## src/rtl/work_loader.sv

```systemverilog
// work_loader: frames UART bytes into one mining work unit for sha_hasher.
// Optional trailing XOR checksum: define WORK_LOADER_CHECKSUM_EN.
module work_loader #(
  parameter int unsigned TIMEOUT_CYCLES = 1000000,
  parameter logic [7:0]  SYNC_BYTE      = 8'hA5
) (
  input  logic         clk,
  input  logic         rst_n,
  input  logic [7:0]   rx_data,
  input  logic         rx_valid,
  output logic [255:0] digest_initial_out,
  output logic [255:0] digest_out,
  output logic [31:0]  merkle_out,
  output logic [31:0]  time_out,
  output logic [31:0]  target_out,
  output logic [31:0]  nonce_out,
  output logic         write_en,
  output logic         frame_err,
  output logic         busy,
  output logic [7:0]   frame_count
);

  localparam int TW = $clog2(TIMEOUT_CYCLES);
  localparam logic [TW-1:0] TMAX = TW'(TIMEOUT_CYCLES - 1);

  typedef enum logic [1:0] {
    S_IDLE    = 2'd0,
    S_PAYLOAD = 2'd1,
`ifdef WORK_LOADER_CHECKSUM_EN
    S_CHECK   = 2'd2,
`endif
    S_COMMIT  = 2'd3
  } state_t;

  state_t        r_state;
  logic [6:0]    r_cnt;
  logic [TW-1:0] r_tmo;
  logic          r_we;
  logic          r_err;
  logic [7:0]    r_fc;
  logic [255:0]  r_di;
  logic [255:0]  r_dg;
  logic [31:0]   r_mk;
  logic [31:0]   r_tm;
  logic [31:0]   r_tg;
  logic [31:0]   r_nc;

  logic [639:0]  w_full;
  logic [639:0]  w_src;
  logic          w_last;
  logic          w_commit;
  logic          w_tmo;

`ifdef WORK_LOADER_CHECKSUM_EN
  logic [639:0]  r_shadow;
  logic [7:0]    r_acc;
  logic          w_ck_ok;

  assign w_full  = {r_shadow[631:0], rx_data};
  assign w_ck_ok = (rx_data == r_acc);
  assign w_src   = r_shadow;
  assign w_commit = rx_valid && (r_state == S_CHECK) && w_ck_ok;
`else
  // The final byte bypasses the shadow, so 79 stored bytes suffice.
  logic [631:0]  r_shadow;

  assign w_full   = {r_shadow, rx_data};
  assign w_src    = w_full;
  assign w_commit = rx_valid && (r_state == S_PAYLOAD) && w_last;
`endif

  assign w_last = (r_cnt == 7'd79);
  assign w_tmo  = (r_tmo == TMAX);

  always_ff @(posedge clk or negedge rst_n) begin
    if (!rst_n) begin
      r_state  <= S_IDLE;
      r_cnt    <= '0;
      r_tmo    <= '0;
      r_err    <= 1'b0;
      r_shadow <= '0;
`ifdef WORK_LOADER_CHECKSUM_EN
      r_acc    <= '0;
`endif
    end else begin
      r_err <= 1'b0;
      unique case (r_state)
        S_IDLE, S_COMMIT: begin
          r_tmo   <= '0;
          r_state <= S_IDLE;
          if (rx_valid && rx_data == SYNC_BYTE) begin
            r_state <= S_PAYLOAD;
            r_cnt   <= '0;
`ifdef WORK_LOADER_CHECKSUM_EN
            r_acc   <= '0;
`endif
          end
        end
        S_PAYLOAD: begin
          if (rx_valid) begin
            r_shadow <= w_full[$bits(r_shadow)-1:0];
            r_cnt    <= r_cnt + 7'd1;
            r_tmo    <= '0;
`ifdef WORK_LOADER_CHECKSUM_EN
            r_acc    <= r_acc ^ rx_data;
            if (w_last) r_state <= S_CHECK;
`else
            if (w_last) r_state <= S_COMMIT;
`endif
          end else if (w_tmo) begin
            r_state <= S_IDLE;
            r_err   <= 1'b1;
          end else begin
            r_tmo <= r_tmo + 1'b1;
          end
        end
`ifdef WORK_LOADER_CHECKSUM_EN
        S_CHECK: begin
          if (rx_valid) begin
            r_tmo   <= '0;
            r_state <= w_ck_ok ? S_COMMIT : S_IDLE;
            r_err   <= !w_ck_ok;
          end else if (w_tmo) begin
            r_state <= S_IDLE;
            r_err   <= 1'b1;
          end else begin
            r_tmo <= r_tmo + 1'b1;
          end
        end
`endif
        default: r_state <= S_IDLE;
      endcase
    end
  end

  // Outputs load on the final byte edge so they appear with write_en.
  always_ff @(posedge clk or negedge rst_n) begin
    if (!rst_n) begin
      r_we <= 1'b0;
      r_fc <= '0;
      r_di <= '0;
      r_dg <= '0;
      r_mk <= '0;
      r_tm <= '0;
      r_tg <= '0;
      r_nc <= '0;
    end else begin
      r_we <= w_commit;
      if (w_commit) begin
        r_fc <= r_fc + 8'd1;
        r_di <= w_src[639:384];
        r_dg <= w_src[383:128];
        r_mk <= w_src[127:96];
        r_tm <= w_src[95:64];
        r_tg <= w_src[63:32];
        r_nc <= w_src[31:0];
      end
    end
  end

  assign digest_initial_out = r_di;
  assign digest_out         = r_dg;
  assign merkle_out         = r_mk;
  assign time_out           = r_tm;
  assign target_out         = r_tg;
  assign nonce_out          = r_nc;
  assign write_en           = r_we;
  assign frame_err          = r_err;
  assign frame_count        = r_fc;
  assign busy               = (r_state != S_IDLE);

endmodule

```

## config.mk

```make
export PLATFORM = sky130hd
export DESIGN_NAME = work_loader
export DESIGN_NICKNAME = d
export VERILOG_FILES = /design/src/rtl/work_loader.sv
export SDC_FILE = /design/constraint.sdc
export NUM_CORES = 2
export LEC_CHECK = 0
export BUFFER_PORTS_ARGS = -buffer_cell sky130_fd_sc_hd__clkbuf_2
export CAP_MARGIN = 20
export CORE_MARGIN = 1.5
export CORE_UTILIZATION = 55
export DETAILED_ROUTE_END_ITERATION = 6
export GPL_TIMING_DRIVEN = 1
export PLACE_DENSITY_LB_ADDON = 0.12
export SLEW_MARGIN = 15
export SYNTH_ARGS = -nofsm -noshare
export SYNTH_HDL_FRONTEND = slang
export SYNTH_SLANG_ARGS = --single-unit
```

## constraint.sdc

```tcl
create_clock -name clk -period 3.09 [get_ports clk]
set_input_delay 0.618 -clock clk [delete_from_list [all_inputs] [get_ports clk]]
set_output_delay 0.618 -clock clk [all_outputs]
set_load 0.1 [all_outputs]
```

==> key figures <==
Route
  – Antenna Violating Nets Remaining: 0
  – DR iter-0 viols: approximately 3300
  – Drt wl/cell: approximately 17 µm
  – Final wirelength: approximately 130000 µm
  – Pre-antenna DRT Iters: 6
  – Vias: ~38000
  – # DRC: 0
  – Vias per std cell: 5.10

Min path
  – Hold Path Class: in2reg

Floorplanning
  – Horiz. Die Dim: 305 µm
  – Core area: 0.0900 mm²
  – Die Span Y: 305 µm
  – # rows: 110
  – Initial Util: 0.556
  – Die area: ~0.093 mm²
  – IO Pins: about 660

Power and ir drop
  – Total power: around 34000 µW
  – Worst VDD drop: ~0.5 mV
  – PwrDens: 577 mW/mm²
  – Leakage: between 0.03 and 0.04 µW

Global routing
  – Initial antenna violation count: 0
  – Pin count of the biggest net entering global routing: about 180
  – Gr usage total: 0.280
  – Met1 Usage GRT: 0.395
  – Met2 Use GR: 0.434
  – Gr ovfl total: 0
  – First-pass GRT wire length: slightly above 200000 µm
  – Vias in the first global route: ~37000
  – GRT busiest layer: met2
  – Grt met3 use: 0.0522

Setup path
  – Worst reg-to-reg setup slack: about 660 ps
  – Startpoint types: register
  – WP data required: around 2500 ps
  – Crit path kind: reg2out
  – Worst setup EP type: output pin
  – Maximum net fanout on the critical path: 3
  – CP arrival: around 1900 ps

Logic synthesis
  – Ys Warns: 0
  – Post-Synth XOR/XNOR Area: 0.00123
  – Ys async rst share: 1.00
  – Simple-Gate Fraction of Synth Area: 0.297
  – Synth Register Bits: 1311
  – Adder-cell share of the synthesized area: 0.00150
  – Synth Instances: 5597
  – Post-synth net total: between 5000 and 6000
  – Compound-Gate Fraction of Synth Area: 0.00763
  – Post-synth EDFFs: 0
  – Mapped Avg Cell Area: slightly below 9 µm²
  – Distinct cells, synth: 53
  – Main combinational cell family by area after synthesis: simple AND/OR/NAND/NOR gates
  – Cell Area, Synth: about 0.05 mm²
  – Sequential element share of the synthesized area: 0.656
  – Multiplexer area fraction after synthesis: 0.000425
  – Synth Flop Type: dfrtp_1

Timing
  – Slew headroom: 0.362
  – Max Clk Rate: about 0.40 GHz
  – Slew @ Worst Pin: about 960 ps
  – Final Hold Viols: 0
  – Worst-case hold slack: ~120 ps
  – Post-Route Skew: around 22 ps
  – Final Slew Violations: 0
  – Final worst slack: 576 ps
  – Unrepaired setup endpoints after global routing: no
  – Setup violators final: 0
  – Part of the cycle the worst path needs: 0.814
  – Setup tns final: 0 ps
  – Fin crit period: about 2500 ps

Final layout
  – Fillcell total: between 7000 and 8000
  – Commonest cells after routing, fill and taps aside: nand2_1 (3841), dfrtp_1 (1311), clkbuf_2 (660)
  – Final core utilization: 0.652
  – Fraction of layout cells with a size suffix above 1: 0.154
  – Final nets: 6214
  – Commonest non-fill, non-tap cell in the layout: nand2_1
  – Inserted Diodes: 0
  – Area delta synth->final: 17.3%

Placed design
  – PortBufs: 661
  – Pre-CTS setup slack: ~670 ps
  – Gpl congestion: roughly 0.84
  – Detailed Place HPWL: approximately 83000 µm

Clocking
  – H-tree depth: 4
  – Post-CTS Repair Setup Buffers: 0
  – CTS Buffer Depth: 3
  – Inserted Clock Buffers: approximately 130
  – Clock sink total: approximately 1300
  – Post-CTS Hold Buffers: 1
  – TritonCTS clock tree: yes
  – Cts repair resizes: 0
  – Clock transition at path regs: approximately 60 ps
  – Worst-Skew Late Latency: 730 ps
  – CTS Root Cell: clkbuf_16

Job
  – MaxCap Viol Count: 0

Status
  – Run status: completed
==> cells by family after synthesis <==
| kind of cell | after synthesis |
|---|---|
| AND/OR/NAND/NOR | 3915 |
| flip-flops | 1311 |
| buffers and inverters | 299 |
| AO/OA/AOI/OAI | 57 |
| XOR/XNOR | 7 |
| adder cells (fa/ha/maj) | 6 |
| multiplexers | 2 |
==> where the power goes <==
part,switching [µW],internal [µW],total [µW]
Combinational,370,96.6,467
Clock,6590,9650,16200
Sequential,11.0,17200,17200
==> worst paths after layout <==
path                                from                       to  depth (start not counted)
setup / recovery              r_state[0]                     busy                          4
hold / removal                rx_data[3]              r_shadow[3]                          3
setup reg to reg              r_state[1]           digest_out[76]                          9
hold reg to reg            r_shadow[625]  digest_initial_out[249]                          2
max in group asynchronous          rst_n   digest_initial_out[50]                          4
min in group asynchronous          rst_n  digest_initial_out[198]                          2
==> per-stage QoR <==
stage                     instances  area [µm²]
after floorplan                5597       50000
after global placement         7236       54300
after detailed placement       7236       54300
after CTS                      7467       58700
after global routing           7467       58700
final                          7467       58700
==> Yosys cell counts (all sizes together), types with 2 or more instances <==
cell type / n / area [µm²]
a21oi: 9 / 45.0
inv: 5 / 21.3
clkbuf: 85 / 319
o21ai: 19 / 98.9
and2: 2 / 13.8
and3: 10 / 68.8
or4b: 2 / 20.0
a31oi: 7 / 43.8
dfrtp: 1311 / 32800
nand2b: 3 / 18.8
buf: 209 / 1470
a41oi: 4 / 35.0
ha: 6 / 75.1
o31ai: 2 / 15.0
xnor2: 7 / 61.3
nor4: 3 / 25.0
nand4: 11 / 68.8
o41ai: 2 / 17.5
nand4bb: 2 / 22.5
nand2: 3843 / 14400
a211o: 2 / 18.8
nor3: 4 / 20.0
nand3b: 3 / 22.5
o311ai: 2 / 17.5
nor2: 11 / 46.3
nand3: 16 / 80.1
nor2b: 2 / 12.5
o221ai: 2 / 17.5
==> layer usage <==
metal | vias up | share of wire
met3 | 205 | 0.058
met5 | - | 0
li1 | 18130 | -
met1 | 18665 | 0.43
met2 | 1047 | 0.47
met4 | 0 | 0.036
==> worst max-delay path, stage by stage, from the launching register on <==
cell,delay [ps]
dfrtp_1,390
inv_1,70
ha_1,190
inv_1,50
clkbuf_2,460
==> state kept, by name (all words and copies together) (netlist names), 7 cells and up <==
register	count
r_shadow	632
digest_initial_out	256
digest_out	256
merkle_out	32
nonce_out	32
target_out	32
time_out	32
r_tmo	20
frame_count	8
r_cnt	7
==> layout make-up <==
| cell class | instances | area, µm² | area share |
|---|---|---|---|
| inverters | 5 | 35.0 | 0.000597 |
| multi-input cells | 3987 | 15400 | 0.263 |
| repair buffers | 758 | 4570 | 0.0778 |
| well taps | 1176 | 1470 | 0.0251 |
| clock inverters | 36 | 452 | 0.00769 |
| flip-flops and latches | 1311 | 32800 | 0.559 |
| clock buffers | 194 | 3940 | 0.0671 |
No activity file was read; power rests on OpenSTA's default activity.
